==> config.mk <==
export PLATFORM = sky130hd
export DESIGN_NAME = pc_sequencer
export DESIGN_NICKNAME = d
export VERILOG_FILES = /design/src/rtl/pc_sequencer_pkg.sv /design/src/rtl/pc_ras.sv /design/src/rtl/pc_sequencer.sv
export SDC_FILE = /design/constraint.sdc
export NUM_CORES = 1
export LEC_CHECK = 0
export ABC_CLOCK_PERIOD_IN_PS = 2800
export CAP_MARGIN = 0
export CELL_PAD_IN_SITES_DETAIL_PLACEMENT = 2
export CELL_PAD_IN_SITES_GLOBAL_PLACEMENT = 2
export CORE_MARGIN = 8
export CORE_UTILIZATION = 36
export CTS_CLUSTER_SIZE = 12
export DETAILED_ROUTE_END_ITERATION = 8
export PLACE_DENSITY_LB_ADDON = 0.1
export SLEW_MARGIN = 30
export SYNTH_ARGS = -nofsm -noshare
export SYNTH_HDL_FRONTEND = slang
export SYNTH_SLANG_ARGS = --single-unit
==> constraint.sdc <==
create_clock -name clk -period 2.8 [get_ports clk]
set_input_delay 0.56 -clock clk [delete_from_list [all_inputs] [get_ports clk]]
set_output_delay 0.56 -clock clk [all_outputs]
set_load 0.005 [all_outputs]
==> src/rtl/pc_sequencer_pkg.sv <==
// pc_sequencer_pkg: shared defaults and next-PC select encoding for the PC unit.
package pc_sequencer_pkg;
   localparam int PC_WIDTH_DEF = 8;
   localparam int RESET_PC_DEF = 0;
   typedef logic [1:0] pc_sel_t;
   localparam pc_sel_t SEL_INC  = 2'd0;
   localparam pc_sel_t SEL_JMP  = 2'd1;
   localparam pc_sel_t SEL_RET  = 2'd2;
   localparam pc_sel_t SEL_HOLD = 2'd3;
endpackage

==> src/rtl/pc_ras.sv <==
// pc_ras: return-address LIFO with occupancy flags and a registered overflow/underflow pulse.
module pc_ras #(
   parameter int DEPTH = 4,
   parameter int WIDTH = 8
) (
   input  logic             clk,
   input  logic             reset,
   input  logic             push,
   input  logic             pop,
   input  logic [WIDTH-1:0] din,
   output logic [WIDTH-1:0] top,
   output logic             full,
   output logic             empty,
   output logic             err
);
   localparam int AW = $clog2(DEPTH);
   logic [WIDTH-1:0] mem_q [DEPTH];
   logic [AW:0]      cnt_q, cnt_d;
   logic             err_q, err_d;
   logic             do_push, do_pop;
   assign full    = cnt_q == (AW+1)'(DEPTH);
   assign empty   = cnt_q == '0;
   assign do_pop  = pop & ~empty;
   assign do_push = push & ~pop & ~full;
   // DEPTH is a power of two, so the low bits of count wrap to the last slot when full
   assign top     = mem_q[cnt_q[AW-1:0] - 1'b1];
   assign err     = err_q;
   always_comb begin
      cnt_d = do_pop ? cnt_q - 1'b1 : do_push ? cnt_q + 1'b1 : cnt_q;
      err_d = (pop & empty) | (push & ~pop & full);
   end
   always_ff @(posedge clk) begin
      if (reset) begin
         cnt_q <= '0;
         err_q <= 1'b0;
      end else begin
         cnt_q <= cnt_d;
         err_q <= err_d;
      end
   end
   always_ff @(posedge clk) begin
      if (do_push) mem_q[cnt_q[AW-1:0]] <= din;
   end
endmodule

==> src/rtl/pc_sequencer.sv <==
// pc_sequencer: PC register with prioritised next-PC select and a return-address stack.
module pc_sequencer
   import pc_sequencer_pkg::*;
#(
   parameter int               WIDTH     = PC_WIDTH_DEF,
   parameter int               RAS_DEPTH = 4,
   parameter logic [WIDTH-1:0] RESET_PC  = WIDTH'(RESET_PC_DEF)
) (
   input  logic             clk,
   input  logic             reset,
   input  logic             stall,
   input  logic             jump,
   input  logic             call,
   input  logic             ret,
   input  logic [WIDTH-1:0] target,
   output logic [WIDTH-1:0] pc,
   output logic [WIDTH-1:0] pc_plus1,
   output logic             ras_empty,
   output logic             ras_full,
   output logic             ras_err
);
   logic [WIDTH-1:0] pc_q, pc_d, ras_top;
   pc_sel_t          sel;
   logic             push, pop;
   assign pc       = pc_q;
   assign pc_plus1 = pc_q + 1'b1;
   // ret outranks call, so a call is only forwarded to the stack when ret is idle
   assign pop  = ~stall & ret;
   assign push = ~stall & ~ret & call;
   always_comb begin
      sel  = stall ? SEL_HOLD : ret ? (ras_empty ? SEL_INC : SEL_RET) : (call | jump) ? SEL_JMP : SEL_INC;
      pc_d = sel == SEL_HOLD ? pc_q : sel == SEL_RET ? ras_top : sel == SEL_JMP ? target : pc_plus1;
   end
   always_ff @(posedge clk) begin
      if (reset) pc_q <= RESET_PC;
      else       pc_q <= pc_d;
   end
   pc_ras #(.DEPTH(RAS_DEPTH), .WIDTH(WIDTH)) u_ras (
      .clk   (clk),
      .reset (reset),
      .push  (push),
      .pop   (pop),
      .din   (pc_plus1),
      .top   (ras_top),
      .full  (ras_full),
      .empty (ras_empty),
      .err   (ras_err)
   );
endmodule

# Word-level counts from Yosys, hierarchy flattened
# Memory sizes are Yosys's and may differ from the RTL's.
# Cells that the tools add are included.
# word_totals
mem_bits_rw,32
ff_bits,12
mem_count,1
# memory_table
memory,words,word_bits,read_ports,rd_clocked_by_memory_dff,wr,line_no,source
u_ras.mem_q,4,8,1,0,1,pc_ras.sv:17,logic [WIDTH-1:0] mem_q [DEPTH];
# op_classes
muxes,10
n_addsub,4
n_eq_ne,4
reduce_logical,2
bitwise,15
# ops
operator,count
8-bit 2-to-1 mux,2
8-bit by 1-bit adder with 8-bit output (second input constant),1
1-bit AND,8
2-bit 2-to-1 mux,3
3-bit 2-to-1 mux,2
1-bit inverter,5
2-bit == test (second input constant),2
3-bit by 1-bit adder with 3-bit output (second input constant),1
3-bit == test (second input constant),1
3-bit zero test,1
1-bit 2-to-1 mux,3
3-bit by 1-bit subtractor with 3-bit output (second input constant),1
2-bit by 1-bit == test with 1-bit output (second input constant),1
1-bit bitwise OR,2
2-bit nonzero test,1
2-bit by 1-bit subtractor with 2-bit output (second input constant),1

# Logic depth before layout (Yosys ltp)
# depth
word_depth,7
ltp_mapped,12
mapped_depth_nobuf,10

# Cells and area by module
# Synthesis repeated with hierarchy kept, for this count alone.
# hier_totals
cells_unflattened,167
area_unflattened_um2,2172.1
# modules_own_cells
mod,cells_per_inst,seq_area_each_um2,area_each_um2,instances
pc_ras,83,1041.0,1526.5,1
pc_sequencer,84,160.2,645.6,1

# Worst setup path after synthesis
# Ideal clock, no wire load.
# synth_timing
kind,reg-to-reg
startpoint,register u_ras.cnt_q[0]
endpoint,register u_ras.cnt_q[2]
path_buffers,2
arrival_ps,2296
setup_time_ps,129
required_ps,2671
path_slack_ps,376
synth_period_minus_slack_ps,2424
path_stages_with_launch,13
path_cell_list,dfxtp_1 -> buf_4 -> inv_1 -> ha_1 -> or2b_1 -> inv_2 -> nor3_4 -> inv_2 -> buf_6 -> fa_1 -> mux2i_4 -> xnor2_1 -> nor2_1
# synth_between
elab_chain_cells,4
# synth_rtl
item,line_no,source
from (decl),pc_ras.sv:18,"logic [AW:0] cnt_q, cnt_d;"
from (signal assigned),pc_ras.sv:37,cnt_q <= cnt_d;
3-bit zero test (*),pc_ras.sv:22,assign empty = cnt_q == '0;
via ras_empty,pc_sequencer.sv:18,"output logic ras_empty,"
1-bit inverter (*),pc_ras.sv:23,assign do_pop = pop & ~empty;
1-bit AND (*),pc_ras.sv:23,
3-bit 2-to-1 mux or 2-bit nonzero test (tied branches),--,
# The timed path passes the listed nets; every way through them passes the cells marked *. The select of a mux whose other input is x is not followed.
# A chain may end at the register's enable or synchronous reset.

# Worst setup path in the final report
# layout_timing
startpoint,"register pc_q[2], in the netlist pc[2]"
endpoint,output pc_plus1[7]
# layout_between
elab_chain_cells,1
# layout_rtl
item,line_no,source
from (decl),pc_sequencer.sv:22,"logic [WIDTH-1:0] pc_q, pc_d, ras_top;"
from (signal assigned),pc_sequencer.sv:36,else pc_q <= pc_d;
8-bit by 1-bit adder with 8-bit output,pc_sequencer.sv:26,assign pc_plus1 = pc_q + 1'b1;
to (decl),pc_sequencer.sv:17,"output logic [WIDTH-1:0] pc_plus1,"
# No other way between the ends.

==> run summary <==
The flow ran to the end, and the final reports show no timing, DRC or antenna violations. The worst-case IR drop observed on VDD is approximately 0.22 mV. The number of buffers added by the clock tree synthesis step came out at 5.

The top fanout value on the critical path came out at 7. The post-route netlist has between 15 and 20% of its cells at a drive strength greater than 1. The core occupancy in the finished layout came out at between 40 and 50%. The initial antenna violation count came to 0. The total power density per cell area is 581.9 mW/mm^2. The final net count is 212. TritonCTS built the clock tree.

The signal on the critical path passes through and4_1, nand4_1, xnor2_1, clkdlybuf4s50_1. The first global-routing pass estimated 9.363 mm of wire. The number of instances in the placed design came out at around 260. The final hold slack is 0.5299 ns.

The sum of routed wire length over all layers came out at between 5 and 6 mm. Clock-pin slew was measured on the worst setup and hold paths at 0.08 ns. Broken down by cell family, the worst path's largest delay share belongs to buffers and inverters.

On the critical path, the stage with the largest delay is an instance of clkdlybuf4s50_1. The actual transition at the worst max-transition pin is slightly above 0.7 ns. At the later pin of the worst-skew pair, clock insertion delay measures ~0.3 ns.

The slack of the critical path came out at 0.1464 ns. The combined global-route utilization of all metal layers is between 10% and 20%. The post-detailed-placement cell area is about 0.0025 sq mm. CTS saw 44 sinks. The total count of hold-check failures in the final report is 0. 0 antenna diodes ended up in the layout. The finished cells cover around 0.0026 sq mm.

The number of nets in the synthesized netlist is roughly 170. The combined buffer and inverter count along the critical path came out at 1. The die outline area came out at 0.008384 sq mm.

The filler cells instantiated in the layout total ~560. Static timing analysis puts the maximum clock frequency at 376.8 MHz. The root buffer cell chosen for the clock tree is clkbuf_8. Entering global routing, the biggest net connects 15 pins. The pre-antenna-repair detailed-routing pass consisted of 4 iterations. Port buffering added 32 buffers.

Setup repair after global routing left no endpoint under its margin. The number of instances in the synthesized netlist is roughly 150. The ratio of routed vias to standard cells came out at 5.272. Setup violations remaining at the end of the flow were counted as 0. In this run the number of H-tree levels came out at 2. The post-CTS setup buffer count is 0. The share of the clock period used by the worst path came out at between 90% and 100%.

The number of ports placed on the die boundary came out at 33. The weighted congestion at the end of routability-driven global placement came out at 0.7263. The data arrival time of the critical path is approximately 2.1 ns.

The detailed-route wire length per cell is roughly 22 um. The core box area came out at 0.005507 sq mm. The die outline width is 91.57 um. The number of design rule violations left after detail routing came out at 0.

The synthesized area per cell came out at 13.61 sq um. The final antenna-violating net count is 0. The vertical die dimension is a little over 90 um. The max-slew violation count is 0. During synthesis, Yosys emitted a total of 0 warnings.

edfxtp_1 takes more of the synthesized area than any other cell. Ranked by total cell area, the synthesized netlist is headed by edfxtp_1 47%, dfxtp_1 12%, mux4_2 8.8%. The total half-perimeter wirelength after legalization and detailed placement came out at between 4 and 5 mm. In this run the core area contains 27 standard-cell rows. The starting utilization of the core area is 37.33%. The global route total overflow is 0. The via count of the first global-routing pass is 1635. The number of enable-type register cells in the synthesized netlist came out at 32. The total via count in the routed design is 1397. The post-synthesis async set-or-reset flop share is 0%. The final cell count without fillers came out at 265. The longest individual stage delay on the worst path came out at slightly below 0.6 ns. In this run the worst hold path is classified as flop to flop. The worst setup path is launched from a flop. The number of register bits inferred by synthesis is 44. The critical path required time is roughly 2.2 ns.

The share of the Yosys chip area taken by registers is between 50% and 60%. The cell leakage power came out at 0.9153 nW. From synthesis to final layout, the design area changed by 25.93%. Max-cap violations in this run came to 0. The clock skew after layout is about 0.0033 ns. The element type at the critical path end is an output port.

The worst setup timing slack at the placement stage is 0.3486 ns. The total power of the final layout is ~1.5 mW. Counting along the longest clock path gives a buffer depth of 2. The critical path is of the flop to output port type. The count of cell types in the netlist came out at 40. The remaining max-slew budget at the tightest pin came out at between 50% and 60%. The accumulated negative setup slack is 0 ns. The clock period minus worst slack is ~2.7 ns. The dominant register cell in the synthesized netlist is edfxtp_1. The area share of the largest cell type after synthesis came out at around 47%. The area of the mapped netlist came out at ~0.0021 sq mm. The iteration-0 DRC count of the detailed router is 52.
## cells in the final DEF, fill, tap and decap left out, types with 3 or more instances in the layout
cell type	synthesis	final
dfxtp_1	12	12
and2_1	4	4
clkbuf_8	0	5
nand3_1	3	3
nor2_1	10	10
ha_1	5	5
o21ai_0	4	4
nand2_1	6	6
edfxtp_1	32	32
inv_1	11	11
mux4_2	8	8
a221oi_1	4	4
a21oi_1	5	5
mux2i_1	3	3
o211ai_1	4	4
buf_4	1	9
clkdlybuf4s50_1	0	32
xnor2_1	7	6
## flip-flops by register name, indices dropped and copies added (netlist names)
register,cells
u_ras.mem_q,32
u_ras.cnt_q,3
u_ras.err,1
pc,8
## per-layer routing
layer | routed length, um | global-route usage [%]
met5 | 0 | 0
met4 | 38 | 3.274
met3 | 188 | 3.292
met2 | 3287 | 28.57
met1 | 2264 | 15.11
## final timing paths
kind | from | endpoint | slack (ns) | depth (start not counted)
max | pc[2] | pc_plus1[7] | 0.15 | 4
min | pc[5] | pc[5] | 0.53 | 2
max reg2reg | u_ras.cnt_q[1] | u_ras.cnt_q[2] | 0.66 | 10
min reg2reg | pc[5] | pc[5] | 0.53 | 2
## cells by family (layout without fill, tap and decap cells)
family | Yosys count | in the layout | share of synthesized area [%]
flip-flops | 44 | 44 | 58.43
AND/OR/NAND/NOR | 34 | 34 | 9.252
multiplexers | 12 | 12 | 11.32
buffers and inverters | 20 | 62 | 4.322
adder cells (fa/ha/maj) | 6 | 6 | 4.017
AO/OA/AOI/OAI | 27 | 27 | 9.252
XOR/XNOR | 8 | 8 | 3.409
## synth_stat cells (all sizes together) (2+ instances only)
cell type	instances
dfxtp	12
a21oi	6
buf	4
o21ai	5
a221oi	4
a211o	2
and2	4
nand4	2
edfxtp	32
inv	13
nand2b	2
nand2	6
a22oi	2
mux2i	4
clkbuf	3
xnor2	7
nand3	3
nor2	11
mux4	8
o211ai	4
ha	5
## repair_timing
| action | 4_1_cts | 5_1_grt |
|---|---|---|
| gates resized for setup | 1 | 0 |
| hold buffers | 0 | 0 |
| setup endpoints to repair | 1 | 0 |
## area by class of cell
cell class | count | area (sq um) | area share [%]
clock buffers | 5 | 68.82 | 2.658
clock inverters | 3 | 18.77 | 0.7250
inverters | 13 | 48.80 | 1.885
multi-input cells | 87 | 773.2 | 29.87
flip-flops and latches | 44 | 1201 | 46.40
well taps | 72 | 90.09 | 3.480
repair buffers | 41 | 387.9 | 14.98
## worst reg2reg max path, cell delays in order, from the launching register on
cell     delay (ns)
dfxtp_1        0.40
inv_1          0.13
ha_1           0.23
or2b_1         0.19
inv_2          0.06
nor3_4         0.13
inv_2          0.06
fa_1           0.43
mux2i_4        0.21
xnor2_1        0.14
nor2_1         0.05
## report_power, final
group          internal (mW)  leakage [nW]  switching (mW)
sequential             0.734         0.393          0.0257
clock                  0.173        0.0378           0.232
combinational          0.175         0.484           0.167
total                   1.08         0.915           0.425
No activity file was read; power rests on OpenSTA's default activity.
